File: src/rtl/ow_pkg.sv
// Shared 1-Wire engine op codes, DS18B20 commands and scheduler state encoding.
package ow_pkg;

   localparam logic [1:0] OP_RESET = 2'b00;
   localparam logic [1:0] OP_WRITE = 2'b01;
   localparam logic [1:0] OP_READ  = 2'b10;

   localparam logic [7:0] CMD_SKIP_ROM = 8'hCC;
   localparam logic [7:0] CMD_CONVERT  = 8'h44;
   localparam logic [7:0] CMD_READ_SP  = 8'hBE;

   localparam int unsigned SP_LEN  = 9;
   localparam int unsigned CNT_W   = 20;
   localparam int unsigned RETRY_W = 4;
   localparam int unsigned IDX_W   = 4;

   typedef enum logic [3:0] {
      S_IDLE,
      S_RST1,
      S_SKIP1,
      S_CONV,
      S_WAIT,
      S_RST2,
      S_SKIP2,
      S_RDCMD,
      S_RDBYTE,
      S_CHECK,
      S_DONE,
      S_FAIL_P,
      S_FAIL_C
   } state_e;

endpackage

File: src/rtl/ds18b20_sched_if.sv
// Request/done handshake between the conversion scheduler and the byte-level 1-Wire engine.
interface ds18b20_sched_if;

   logic       ow_req;
   logic [1:0] ow_op;
   logic [7:0] ow_wdata;
   logic       ow_done;
   logic [7:0] ow_rdata;
   logic       ow_presence;

   modport master (
      output ow_req, ow_op, ow_wdata,
      input  ow_done, ow_rdata, ow_presence
   );

   modport slave (
      input  ow_req, ow_op, ow_wdata,
      output ow_done, ow_rdata, ow_presence
   );

endinterface

File: src/rtl/crc8_maxim.sv
// One-byte update of the Dallas/Maxim CRC-8 (reflected poly 0x8C), data consumed LSB-first.
module crc8_maxim (
   input  logic [7:0] crc_in,
   input  logic [7:0] data,
   output logic [7:0] crc_out
);

   always_comb begin
      logic [7:0] c;
      c = crc_in ^ data;
      for (int i = 0; i < 8; i++) begin
         c = c[0] ? ({1'b0, c[7:1]} ^ 8'h8C) : {1'b0, c[7:1]};
      end
      crc_out = c;
   end

endmodule

File: src/rtl/ds18b20_sched.sv
// DS18B20 conversion scheduler: drives reset/skip/convert/wait/read steps through a 1-Wire
// byte engine, validates the scratchpad CRC and publishes the raw temperature.
module ds18b20_sched
   import ow_pkg::*;
#(
   parameter int unsigned CONV_WAIT_CYC = 768000,
   parameter int unsigned PERIOD_CYC    = 1024000,
   parameter int unsigned MAX_RETRY     = 3
) (
   input  logic                   clk_in,
   input  logic                   rst_n,
   input  logic                   start,
   input  logic                   auto_en,
   ds18b20_sched_if.master        ow,
   output logic                   busy,
   output logic [15:0]            temp_raw,
   output logic                   temp_valid,
   output logic                   err_presence,
   output logic                   err_crc
);

   localparam logic [CNT_W-1:0]   WAIT_LAST = CNT_W'(CONV_WAIT_CYC - 1);
   localparam logic [CNT_W-1:0]   PER_LAST  = CNT_W'(PERIOD_CYC - 1);
   localparam logic [RETRY_W-1:0] RETRY_MAX = RETRY_W'(MAX_RETRY);
   localparam logic [IDX_W-1:0]   IDX_LAST  = IDX_W'(SP_LEN - 1);

   state_e             state_q, state_d;
   logic               req_q, req_d;
   logic [1:0]         op_q, op_d, op_sel;
   logic [7:0]         wdata_q, wdata_d, wdata_sel;
   logic [CNT_W-1:0]   wait_q, wait_d, per_q, per_d;
   logic [RETRY_W-1:0] retry_q, retry_d;
   logic [IDX_W-1:0]   idx_q, idx_d;
   logic [7:0]         crc_q, crc_d, crc_nx;
   logic               nz_q, nz_d;
   logic [7:0]         b0_q, b0_d, b1_q, b1_d;
   logic [15:0]        temp_d;
   logic               tv_d, ep_d, ec_d, busy_d;
   logic               is_op, step_done, per_exp;

   assign ow.ow_req   = req_q;
   assign ow.ow_op    = op_q;
   assign ow.ow_wdata = wdata_q;

   crc8_maxim u_crc (
      .crc_in  (crc_q),
      .data    (ow.ow_rdata),
      .crc_out (crc_nx)
   );

   always_ff @(posedge clk_in or negedge rst_n) begin
      if (!rst_n) begin
         state_q      <= S_IDLE;
         req_q        <= 1'b0;
         op_q         <= OP_RESET;
         wdata_q      <= '0;
         wait_q       <= '0;
         per_q        <= '0;
         retry_q      <= '0;
         idx_q        <= '0;
         crc_q        <= '0;
         nz_q         <= 1'b0;
         b0_q         <= '0;
         b1_q         <= '0;
         busy         <= 1'b0;
         temp_raw     <= '0;
         temp_valid   <= 1'b0;
         err_presence <= 1'b0;
         err_crc      <= 1'b0;
      end else begin
         state_q      <= state_d;
         req_q        <= req_d;
         op_q         <= op_d;
         wdata_q      <= wdata_d;
         wait_q       <= wait_d;
         per_q        <= per_d;
         retry_q      <= retry_d;
         idx_q        <= idx_d;
         crc_q        <= crc_d;
         nz_q         <= nz_d;
         b0_q         <= b0_d;
         b1_q         <= b1_d;
         busy         <= busy_d;
         temp_raw     <= temp_d;
         temp_valid   <= tv_d;
         err_presence <= ep_d;
         err_crc      <= ec_d;
      end
   end

   always_comb begin
      state_d   = state_q;
      req_d     = req_q;
      op_d      = op_q;
      wdata_d   = wdata_q;
      wait_d    = wait_q;
      retry_d   = retry_q;
      idx_d     = idx_q;
      crc_d     = crc_q;
      nz_d      = nz_q;
      b0_d      = b0_q;
      b1_d      = b1_q;
      temp_d    = temp_raw;
      tv_d      = 1'b0;
      ep_d      = err_presence;
      ec_d      = err_crc;
      is_op     = 1'b0;
      op_sel    = OP_RESET;
      wdata_sel = 8'h00;
      step_done = req_q & ow.ow_done;
      per_exp   = (per_q == PER_LAST);

      // Held at expiry while disabled so enabling auto mode fires a sequence at once.
      if (!auto_en)      per_d = PER_LAST;
      else if (!per_exp) per_d = per_q + CNT_W'(1);
      else               per_d = per_q;

      case (state_q)
         S_IDLE: begin
            if (start || (auto_en && per_exp)) begin
               state_d = S_RST1;
               retry_d = '0;
               per_d   = '0;
            end
         end
         S_RST1, S_RST2: begin
            is_op  = 1'b1;
            op_sel = OP_RESET;
            if (step_done) begin
               if (!ow.ow_presence)       state_d = S_FAIL_P;
               else if (state_q == S_RST1) state_d = S_SKIP1;
               else                        state_d = S_SKIP2;
            end
         end
         S_SKIP1, S_SKIP2: begin
            is_op     = 1'b1;
            op_sel    = OP_WRITE;
            wdata_sel = CMD_SKIP_ROM;
            if (step_done) state_d = (state_q == S_SKIP1) ? S_CONV : S_RDCMD;
         end
         S_CONV: begin
            is_op     = 1'b1;
            op_sel    = OP_WRITE;
            wdata_sel = CMD_CONVERT;
            if (step_done) begin
               state_d = S_WAIT;
               wait_d  = '0;
            end
         end
         S_WAIT: begin
            if (wait_q == WAIT_LAST) state_d = S_RST2;
            else                     wait_d  = wait_q + CNT_W'(1);
         end
         S_RDCMD: begin
            is_op     = 1'b1;
            op_sel    = OP_WRITE;
            wdata_sel = CMD_READ_SP;
            if (step_done) begin
               state_d = S_RDBYTE;
               idx_d   = '0;
               crc_d   = '0;
               nz_d    = 1'b0;
            end
         end
         S_RDBYTE: begin
            is_op  = 1'b1;
            op_sel = OP_READ;
            if (step_done) begin
               if (idx_q == IDX_W'(0)) b0_d = ow.ow_rdata;
               if (idx_q == IDX_W'(1)) b1_d = ow.ow_rdata;
               crc_d = crc_nx;
               nz_d  = nz_q | (|ow.ow_rdata);
               idx_d = idx_q + IDX_W'(1);
               if (idx_q == IDX_LAST) state_d = S_CHECK;
            end
         end
         // A stuck-low bus reads all zeros, which also has a zero CRC residue.
         S_CHECK: state_d = (crc_q == 8'h00 && nz_q) ? S_DONE : S_FAIL_C;
         S_DONE: begin
            temp_d  = {b1_q, b0_q};
            tv_d    = 1'b1;
            ep_d    = 1'b0;
            ec_d    = 1'b0;
            state_d = S_IDLE;
         end
         S_FAIL_P: begin
            retry_d = retry_q + RETRY_W'(1);
            if (retry_d < RETRY_MAX) state_d = S_RST1;
            else begin
               ep_d    = 1'b1;
               state_d = S_IDLE;
            end
         end
         S_FAIL_C: begin
            retry_d = retry_q + RETRY_W'(1);
            if (retry_d < RETRY_MAX) state_d = S_RST1;
            else begin
               ec_d    = 1'b1;
               state_d = S_IDLE;
            end
         end
         default: state_d = S_IDLE;
      endcase

      // Raise on entry to an op step; drop after done, leaving one idle cycle before the next.
      if (is_op) begin
         if (!req_q) begin
            req_d   = 1'b1;
            op_d    = op_sel;
            wdata_d = wdata_sel;
         end else if (ow.ow_done) begin
            req_d = 1'b0;
         end
      end

      busy_d = (state_d != S_IDLE);
   end

endmodule

File: src/flat_wrapper.sv
// flat-port wrapper written by rule: the top's interface ports become plain ports
module ds18b20_sched_flat import ow_pkg::*;
#(
   parameter int unsigned CONV_WAIT_CYC = 768000,
   parameter int unsigned PERIOD_CYC    = 1024000,
   parameter int unsigned MAX_RETRY     = 3
)
  (clk_in, rst_n, start, auto_en, busy, temp_raw, temp_valid, err_presence, err_crc, ow_ow_req, ow_ow_op, ow_ow_wdata, ow_ow_done, ow_ow_rdata, ow_ow_presence);
  ds18b20_sched_if ow_i ();
  input  logic clk_in;
  input  logic rst_n;
  input  logic start;
  input  logic auto_en;
  output logic busy;
  output logic [15:0] temp_raw;
  output logic temp_valid;
  output logic err_presence;
  output logic err_crc;
  output wire logic [$bits(ow_i.ow_req)-1:0] ow_ow_req;
  output wire logic [$bits(ow_i.ow_op)-1:0] ow_ow_op;
  output wire logic [$bits(ow_i.ow_wdata)-1:0] ow_ow_wdata;
  input wire logic [$bits(ow_i.ow_done)-1:0] ow_ow_done;
  input wire logic [$bits(ow_i.ow_rdata)-1:0] ow_ow_rdata;
  input wire logic [$bits(ow_i.ow_presence)-1:0] ow_ow_presence;
  assign ow_ow_req = ow_i.ow_req;
  assign ow_ow_op = ow_i.ow_op;
  assign ow_ow_wdata = ow_i.ow_wdata;
  assign ow_i.ow_done = ow_ow_done;
  assign ow_i.ow_rdata = ow_ow_rdata;
  assign ow_i.ow_presence = ow_ow_presence;
  ds18b20_sched #(.CONV_WAIT_CYC(CONV_WAIT_CYC), .PERIOD_CYC(PERIOD_CYC), .MAX_RETRY(MAX_RETRY)) u_core (.clk_in(clk_in), .rst_n(rst_n), .start(start), .auto_en(auto_en), .ow(ow_i), .busy(busy), .temp_raw(temp_raw), .temp_valid(temp_valid), .err_presence(err_presence), .err_crc(err_crc));
endmodule
File: config.mk
export PLATFORM = sky130hd
export DESIGN_NAME = ds18b20_sched_flat
export DESIGN_NICKNAME = d
export VERILOG_FILES = /design/src/rtl/ow_pkg.sv /design/src/rtl/ds18b20_sched_if.sv /design/src/rtl/crc8_maxim.sv /design/src/rtl/ds18b20_sched.sv /design/src/flat_wrapper.sv
export SDC_FILE = /design/constraint.sdc
export NUM_CORES = 1
export LEC_CHECK = 0
export BUFFER_PORTS_ARGS = -buffer_cell sky130_fd_sc_hd__buf_2
export CORE_ASPECT_RATIO = 2
export CORE_MARGIN = 2
export CORE_UTILIZATION = 54
export DETAILED_ROUTE_END_ITERATION = 12
export GPL_ROUTABILITY_DRIVEN = 0
export HOLD_SLACK_MARGIN = 0.1
export PLACE_DENSITY_LB_ADDON = 0.15
export SLEW_MARGIN = 20
export SYNTH_ARGS = -nofsm -noshare
export SYNTH_HDL_FRONTEND = slang
export SYNTH_SLANG_ARGS = --single-unit
export TNS_END_PERCENT = 5
File: constraint.sdc
create_clock -name clk_in -period 2.13 [get_ports clk_in]
set_input_delay 0.213 -clock clk_in [delete_from_list [all_inputs] [get_ports clk_in]]
set_output_delay 0.213 -clock clk_in [all_outputs]
set_load 0.01 [all_outputs]
; Yosys cells after proc, flatten, opt, wreduce, memory -nomap -nowiden
; Index checks and enable logic that the tools add are counted.
[totals]
wordCells = 132
reg_bits = 108
out_inout_bits = 31
[op_classes]
n_reduce_logical = 26
n_bitwise = 12
n_addsub = 4
n_mux = 49
magnitude_cmp = 1
n_eq_ne = 23
[op_table]
columns = cell, n
row1 = $mux 20, 6
row2 = $mux 8, 10
row3 = $mux 4, 12
row4 = $add 20x1->20 const B, 2
row5 = $eq 20x20->1 const B, 2
row6 = $pmux 20 s2, 1
row7 = $pmux 4 s9, 1
row8 = $eq 4x4->1 const B, 6
row9 = $not 2->3, 8
row10 = $pmux 8 s3, 1
row11 = $eq 4x3->1 const B, 4
row12 = $pmux 4 s2, 2
row13 = $pmux 8 s2, 1
row14 = $reduce_and 3->1, 4
row15 = $reduce_bool 2->1, 5
row16 = $mux 3, 3
row17 = $add 4x1->4 const B, 2
row18 = $eq 4x1->1 const B, 2
row19 = $eq 4x2->1 const B, 2
row20 = $logic_not 4->1, 2
row21 = $logic_not 8->1, 1
row22 = $mux 1, 8
row23 = $ne 2x1->1 const B, 4
row24 = $reduce_and 2->1, 4
row25 = other kinds (15), 22

; Logic depth before layout (Yosys ltp)
; Gate-level depths: netlist (run 1).
[logic_depth]
depth_word = 19
ltp_mapped = 8

; Cells and area by module
; From an unflattened synthesis (run 1), not the netlist that was laid out.
[unflattened]
cells_unflattened = 505
area_unflattened_um2 = 5342.6
[modules_own_cells]
columns = module, instances, area_per_inst_um2, cells_per_inst, seq_area_each_um2
row1 = ds18b20_sched, 1, 5107.4, 484, 2577.5
row2 = crc8_maxim, 1, 235.2, 21, 0.0

; Worst setup path before layout (run 1)
; Ideal clock, no wire load.
[synth_timing]
path_type = register to register
startpoint = register u_core.state_q[1]
endpoint = register u_core.b0_q[0]
slack_ns = -0.083
path_stages_with_launch = 8
path_buffers = 2
setup_ns = 0.125
t_arrival_ns = 2.088
path_cell_list = dfrtp_1 -> buf_2 -> or4b_4 -> or2_2 -> buf_2 -> nor3_2 -> nand2_2 -> mux2_2
[synth_between]
elab_chain_len = 2
[synth_lines]
columns = element, line
row1 = from (decl), ds18b20_sched.sv:27  ; state_e state_q, state_d;
row2 = from (signal assigned), ds18b20_sched.sv:71  ; state_q <= state_d;
row3 = $eq 4x4->1, ds18b20_sched.sv:118  ; case (state_q)
row4 = $reduce_and 3->1 (no source line), n/a
row5 = to (signal assigned), ds18b20_sched.sv:63  ; b0_q <= '0;
row6 = to (signal assigned), ds18b20_sched.sv:81  ; b0_q <= b0_d;
row7 = to (decl), ds18b20_sched.sv:36  ; logic [7:0] b0_q, b0_d, b1_q, b1_d;
; Every way passes these cells.
; A chain may end at the register's enable or synchronous reset.

; Final worst setup path (run 1)
[layout_timing]
startpoint = register u_core.wait_q[14]
endpoint = register u_core.wait_q[14]
[layout_between]
elab_chain_len = 3
[layout_lines]
columns = element, line
row1 = from (decl), ds18b20_sched.sv:31  ; logic [CNT_W-1:0] wait_q, wait_d, per_q, per_d;
row2 = from (signal assigned), ds18b20_sched.sv:75  ; wait_q <= wait_d;
row3 = $add 20x1->20 / $eq 20x20->1 (equally long branches), "ds18b20_sched.sv:152, ds18b20_sched.sv:151"
row4 = $mux 20 / $ne 2x2->1 (equally long branches), n/a
row5 = $pmux 20 s2 / $reduce_and 3->1 (equally long branches), n/a
; Several ways; a longest one is shown, not always the timed one. The select of a mux whose other input is x is not followed.

==> results.yml, run 1 <==
sta:
  finClkSkew_ns: 0.0101
  slew_viol_final: 0
  grt_setup_unrepaired: "true"
  slew_headroom: 0.647
  fin_setup_tns_ns: -0.00719
  fmax_mhz: 468
  period_share: 1.00
  finalSetupViolCount: 1
  postLayoutSetupSlackWorst_ns: -0.00719
  hold_viol_final: 0
  tightestPinTransition_ns: 0.530
  period_needed_ns: 2.14
grt:
  use_met2: 0.456
  grt_overflow_total: 0
  use_met1: 0.268
  antenna_found_initial: 0
  grt.total_usage: 0.250
  grt_pass1_wl_mm: 20.4
  grt_max_degree: 47
  use_met3: 0.0439
  grt_pass1_vias: 4282
  top_usage_layer: "met2"
worst_setup_path:
  cp-start-kind: "register"
  reg2reg_depth: 6
  path_class: "reg -> reg"
  ff2ff_setup_slack_ns: -0.007
  worstReg2RegEnd: "u_core.wait_q[14]"
  critPathArrivalTime_ns: 2.40
  worstPathMaxFanout: 5
  worst_setup_path_end_kind: "register"
  critPathLaunch: "u_core.wait_q[14]"
  r2r-start: "u_core.wait_q[14]"
  crit_required_ns: 2.39
die:
  dieArea_um2: 10700
  io_pins: 45
  fp.coreArea_um2: 9640
  dieHeight_um: 144
  rows: 51
  start_util: 0.550
  die_x_um: 74.1
worst_hold_path:
  min_path_type: "in -> reg"
  whs_endpoint: "u_core.b0_q[0]"
  min_from: "ow_ow_rdata[0]"
  whs_path_depth: 2
cells_and_area:
  fin_nets: 600
  n_antenna_cell: 0
  syn_to_final_growth_pct: 17.0
  fin_area_um2: 6200
  multi_input_area_um2: 2580
  seqCellArea_um2: 2580
  drive_above_1_share: 0.256
  fill_cells: 798
yosys:
  synth_area_um2: 5300
  yosys.area_share.adder: 0.0165
  synth_common_cells: "dfrtp_1 (103), a21oi_1 (41), mux2_2 (35)"
  synth_cells: 512
  synth.largest_area_cell: "dfrtp_1"
  synthSimpleGateAreaFrac: 0.176
  yosysWarningCount: 0
  synth-async-reset-ratio: 1.00
  synth_top_area_share: 0.486
  ys_seq_area_frac: 0.486
  synth_top_family_by_area: "simple AND/OR/NAND/NOR gates"
  synth-xor-area-share: 0.0670
  synth_edf_count: 0
  synthMuxAreaShare: 0.0781
  synth_nets: 533
  ys_ff_latch: 103
  syn_avg_cell_area_um2: 10.4
  ys.flop_type: "dfrtp_1"
  ys_top_cells_by_area: "dfrtp_1 (49%), mux2_2 (7.4%), xnor2_1 (5.1%), a21oi_1 (3.9%), nand2_1 (2.4%)"
  yosysUniqueCellTypes: 61
  yosysMostFrequentCell: "dfrtp_1"
  synth_compound_area_frac: 0.138
routing:
  drc: 0
  via_per_inst: 5.84
  firstDrtPassIters: 4
  routed_wl_mm: 12.4
  drt.antenna.violating_nets: 0
  vias: 4177
  post_drt_wl_per_cell_um: 17.3
  drt_iter0_drc: 250
clock_network:
  root_buffer: "clkbuf_16"
  cts.path.max_buffers: 2
  htreeDepth: 3
  cts_tree: "yes"
  cts_buffers: 9
  clk_pin_slew_ns: 0.07
  worst_skew_pair.late_latency_ns: 0.35
  cts.sinks: 103
placement:
  dp_hpwl_mm: 8.93
  portBuffers: 43
  dpl_cell_area_um2: 5880
power:
  finalPower_mw: 7.42
  power_leakage_nw: 2.81
  max-vdd-ir-drop_mv: 0.696
  powerDensity_nw_per_um2: 1200
run:
  cap_violations: 0
run_status:
  failed_checks: "setup timing"
  outcome: "finished, violations left"
[registers in the layout, indices dropped and copies added (netlist names)]
register	flops
u_core.wait_q	20
u_core.busy	1
u_core.ow.ow_wdata	3
u_core.per_q	20
u_core.b0_q	8
u_core.temp_valid	1
u_core.err_presence	1
u_core.retry_q	4
u_core.err_crc	1
u_core.b1_q	8
u_core.ow.ow_op	2
u_core.temp_raw	16
u_core.nz_q	1
u_core.ow.ow_req	1
u_core.state_q	4
u_core.crc_q	8
u_core.idx_q	4
[worst max-delay path, cell delays in order, from the launching register on]
cell and delay, ns:
dfrtp_1 0.37, or4bb_1 0.50, or4_4 0.57, nand4_1 0.23
buf_4 0.16, o21ai_0 0.09, a21oi_1 0.15
[cell usage in the layout (no fill, tap or decap), drive strengths merged, types with 4 or more instances in the layout]
cell type,instances
a21oi,42
ha,7
nand2,36
o21ai,26
nor4,7
dfrtp,103
nor2b,4
nand3,19
nor2,19
xor2,7
clkbuf,11
nand4,13
o22ai,4
and3,5
and2,7
inv,17
xnor2,31
or4,12
mux2,35
buf,81
nor3,12
a31oi,5
o31ai,13
a21boi,4
or3,11
[cell families after synthesis]
group,after synthesis
compound gates,118
xor+xnor,39
fa+ha+maj,7
buf+inv,43
flops,103
mux,37
other cells,1
simple gates,164
[stage by stage]
| stage | utilization | hold WS (ns) | instances | setup WS (ns) |
|---|---|---|---|---|
| 6_report | 0.644 | 0.179 | 715 | -0.00719 |
| 5_1_grt | 0.644 | 0.167 | 715 | -0.0944 |
| 4_1_cts | 0.641 | 0.169 | 713 | 0.00569 |
| 3_5_place_dp | 0.610 | 0.229 | 697 | -0.0645 |
| 3_3_place_gp | 0.610 | 0.222 | 697 | -0.0281 |
| 2_1_floorplan | - | -0.0826 | 512 | -0.0340 |
[worst max-delay path by stage]
stage | endpoint | slack [ns] | cells past startpoint
after floorplan | u_core.wait_q[11] | -0.03 | 7
after global placement | u_core.wait_q[18] | -0.03 | 6
after detailed placement | u_core.wait_q[18] | -0.06 | 6
after CTS | u_core.b1_q[0] | 0.006 | 6
after global routing | u_core.wait_q[14] | -0.09 | 6
final | u_core.wait_q[14] | -0.007 | 6
[layout make-up]
cell class | instances | share of cell area
Sequential cell | 103 | 0.415
Timing Repair Buffer | 82 | 0.0873
Multi-Input combinational cell | 366 | 0.416
Clock buffer | 11 | 0.0391
Tap cell | 132 | 0.0266
Clock inverter | 4 | 0.00524
Inverter | 17 | 0.0103
[report_power, final]
| group | leakage, nW | switching (mW) | total, mW | internal, mW |
|---|---|---|---|---|
| logic | 1.35 | 1.55 | 2.92 | 1.37 |
| clock network | 0.128 | 0.709 | 1.53 | 0.822 |
| registers | 1.33 | 0.487 | 2.97 | 2.49 |
| total | 2.81 | 2.75 | 7.42 | 4.67 |
[layer usage]
layer,vias up,part of all wire
li1,1996,-
met1,2070,0.37
met2,76,0.57
met3,35,0.021
met4,0,0.036
met5,-,0
[timing repair]
action	CTS	global route
cloned	0	0
endpoints found under the hold margin	38	0
pin swaps	3	2
buffers inserted	0	2
setup endpoints to repair	27	30
hold buffers	1	0
resized for setup	2	4
(Power assumes the default switching activity.)
==> inputs of run 2 (changes only) <==
--- a/config.mk
+++ b/config.mk
@@ -8,7 +8,7 @@
 export BUFFER_PORTS_ARGS = -buffer_cell sky130_fd_sc_hd__buf_2
 export CORE_ASPECT_RATIO = 2
 export CORE_MARGIN = 2
-export CORE_UTILIZATION = 54
+export CORE_UTILIZATION = 64
 export DETAILED_ROUTE_END_ITERATION = 12
 export GPL_ROUTABILITY_DRIVEN = 0
 export HOLD_SLACK_MARGIN = 0.1
==> constraint.sdc (replaced) <==
create_clock -name clk_in -period 2.5 [get_ports clk_in]
set_input_delay 0.25 -clock clk_in [delete_from_list [all_inputs] [get_ports clk_in]]
set_output_delay 0.25 -clock clk_in [all_outputs]
set_load 0.01 [all_outputs]
==> run 2 against run 1 <==
  * The flow now finishes without violations
  * Sequential share of layout area grew 1.8 points
  * Worst hold slack gained 0.011 ns
  * Sequential power shrank 15%
  * First-iteration DRC count shrank 1.2%
  * Core utilization grew 8.4 points
  * Clock skew is essentially flat
  * Combinational power shrank 20%
  * Wire length shrank 5.6%
  * Total power shrank 16%
  * Global-route usage grew 3.1 points
  * Die area shrank 15%
  * Worst setup slack gained 0.20 ns
  * Critical path type unchanged
  * Highest routed layer unchanged
==> results.yml, run 2 (synthesis gave the netlist of run 1 again) <==
sta:
  hold_viol_final: 0
  slew_headroom: 0.565
  postLayoutSetupSlackWorst_ns: 0.190
  fin_setup_tns_ns: 0
  slew_viol_final: 0
  period_share: 0.924
  grt_setup_unrepaired: "false"
  period_needed_ns: 2.31
  finClkSkew_ns: 0.0103
  finalSetupViolCount: 0
  tightestPinTransition_ns: 0.648
  fmax_mhz: 433
worst_setup_path:
  path_class: "reg -> reg"
  crit_required_ns: 2.73
  cp-start-kind: "register"
  critPathArrivalTime_ns: 2.54
  worstPathMaxFanout: 16
  worst_setup_path_end_kind: "register"
die:
  fp.coreArea_um2: 8170
  rows: 47
  start_util: 0.649
  io_pins: 45
  dieHeight_um: 133
  die_x_um: 68.4
  dieArea_um2: 9080
placement:
  dp_slack_ns: 0.203
  dp_cells: 642
  portBuffers: 43
  dp_hpwl_mm: 8.51
run:
  cap_violations: 0
routing:
  routed_wl_mm: 11.7
  drt.antenna.violating_nets: 0
  via_per_inst: 6.26
  post_drt_wl_per_cell_um: 17.7
  firstDrtPassIters: 5
  drc: 0
  vias: 4125
  drt_iter0_drc: 247
clock_network:
  worst_skew_pair.late_latency_ns: 0.35
  cts.path.max_buffers: 2
  cts_buffers: 9
  cts_tree: "yes"
  root_buffer: "clkbuf_16"
  htreeDepth: 3
  cts_resized: 0
  cts.sinks: 103
  clk_pin_slew_ns: 0.07
grt:
  antenna_found_initial: 0
  grt_pass1_wl_mm: 19.4
  grt_pass1_vias: 4247
  grt_overflow_total: 0
  grt_max_degree: 71
  grt.total_usage: 0.282
power:
  power_leakage_nw: 2.67
  power_frac_comb: 0.372
  clkPwrFrac: 0.226
  p_sw_mw: 2.31
  max-vdd-ir-drop_mv: 0.735
  p_sw_frac: 0.368
  power_frac_seq: 0.402
  finalPower_mw: 6.27
  powerDensity_nw_per_um2: 1050
  cell_internal_pwr_mw: 3.96
cells_and_area:
  stdcell_count: 659
  final_cell_mix: "dfrtp_1 (103), buf_2 (42), a21oi_1 (41), mux2_2 (35), nand2_1 (34)"
  syn_to_final_growth_pct: 12.2
  n_antenna_cell: 0
  drive_above_1_share: 0.217
  mostFrequentLayoutCell: "dfrtp_1"
  reg.largest.list: "u_core.per_q: 20 flops, u_core.wait_q: 20 flops, u_core.temp_raw: 16 flops"
  fin_nets: 577
  fill_cells: 615
worst_hold_path:
  min_path_type: "in -> reg"
run_status:
  outcome: "finished clean"
## run 2: critical path, stage by stage, from the launching register on
cell and delay [ns]:
dfrtp_1 0.38, buf_4 0.19, or4b_4 0.57, or2_2 0.31, nor3_2 0.20, nand2_2 0.21, mux2_2 0.32
## run 2: cell type report
class | instances | area (um2) | area share
Timing Repair Buffer | 59 | 353 | 0.0593
Tap cell | 98 | 123 | 0.0206
Inverter | 17 | 63.8 | 0.0107
Multi-Input combinational cell | 366 | 2530 | 0.425
Sequential cell | 103 | 2580 | 0.433
Clock buffer | 9 | 225 | 0.0378
Clock inverter | 7 | 78.8 | 0.0132
## run 2: path summary, 6_finish.rpt
| kind | startpoint | endpoint | slack (ns) | cells after the start |
|---|---|---|---|---|
| min | ow_ow_rdata[7] | u_core.b1_q[7] | 0.19 | 2 |
| max | u_core.state_q[0] | u_core.b1_q[2] | 0.19 | 6 |
| min reg2reg | u_core.temp_raw[15] | u_core.temp_raw[15] | 0.50 | 1 |
| max reg2reg | u_core.state_q[0] | u_core.b1_q[2] | 0.19 | 6 |
| max in group asynchronous | rst_n | u_core.temp_raw[1] | 1.39 | 3 |
| min in group asynchronous | rst_n | u_core.ow.ow_op[0] | 0.39 | 2 |
## run 2: metal layers
metal  up-vias  global-route usage  wire (um)
met1      2060               0.304       4360
li1       1949                   -          -
met4         0               0.124        345
met2        87               0.503       6610
met3        29              0.0587        345
met5         -                   0          0
## run 2: repair_timing
item,4_1_cts,5_1_grt
endpoints found under the hold margin,33,0
setup endpoints to repair,0,0
hold buffers,1,0
buffers inserted,0,0
## run 2: power groups by stage
stage | combinational, mW | sequential, mW | clock, mW
finish | 2.33 | 2.52 | 1.42
detailed placement | 2.31 | 2.54 | 0
global placement | 2.23 | 2.51 | 0
floorplan | 1.71 | 2.49 | 0
global route | 2.59 | 2.58 | 1.51
CTS | 2.34 | 2.51 | 1.45
## run 2: metrics by stage
| step | hold slack [ns] | util | area [um2] |
|---|---|---|---|
| finish | 0.190 | 0.728 | 5950 |
| CTS | 0.179 | 0.728 | 5950 |
| floorplan | -0.0456 | - | 5300 |
| global route | 0.183 | 0.728 | 5950 |
| global placement | 0.226 | 0.690 | 5640 |
| detailed placement | 0.232 | 0.690 | 5640 |
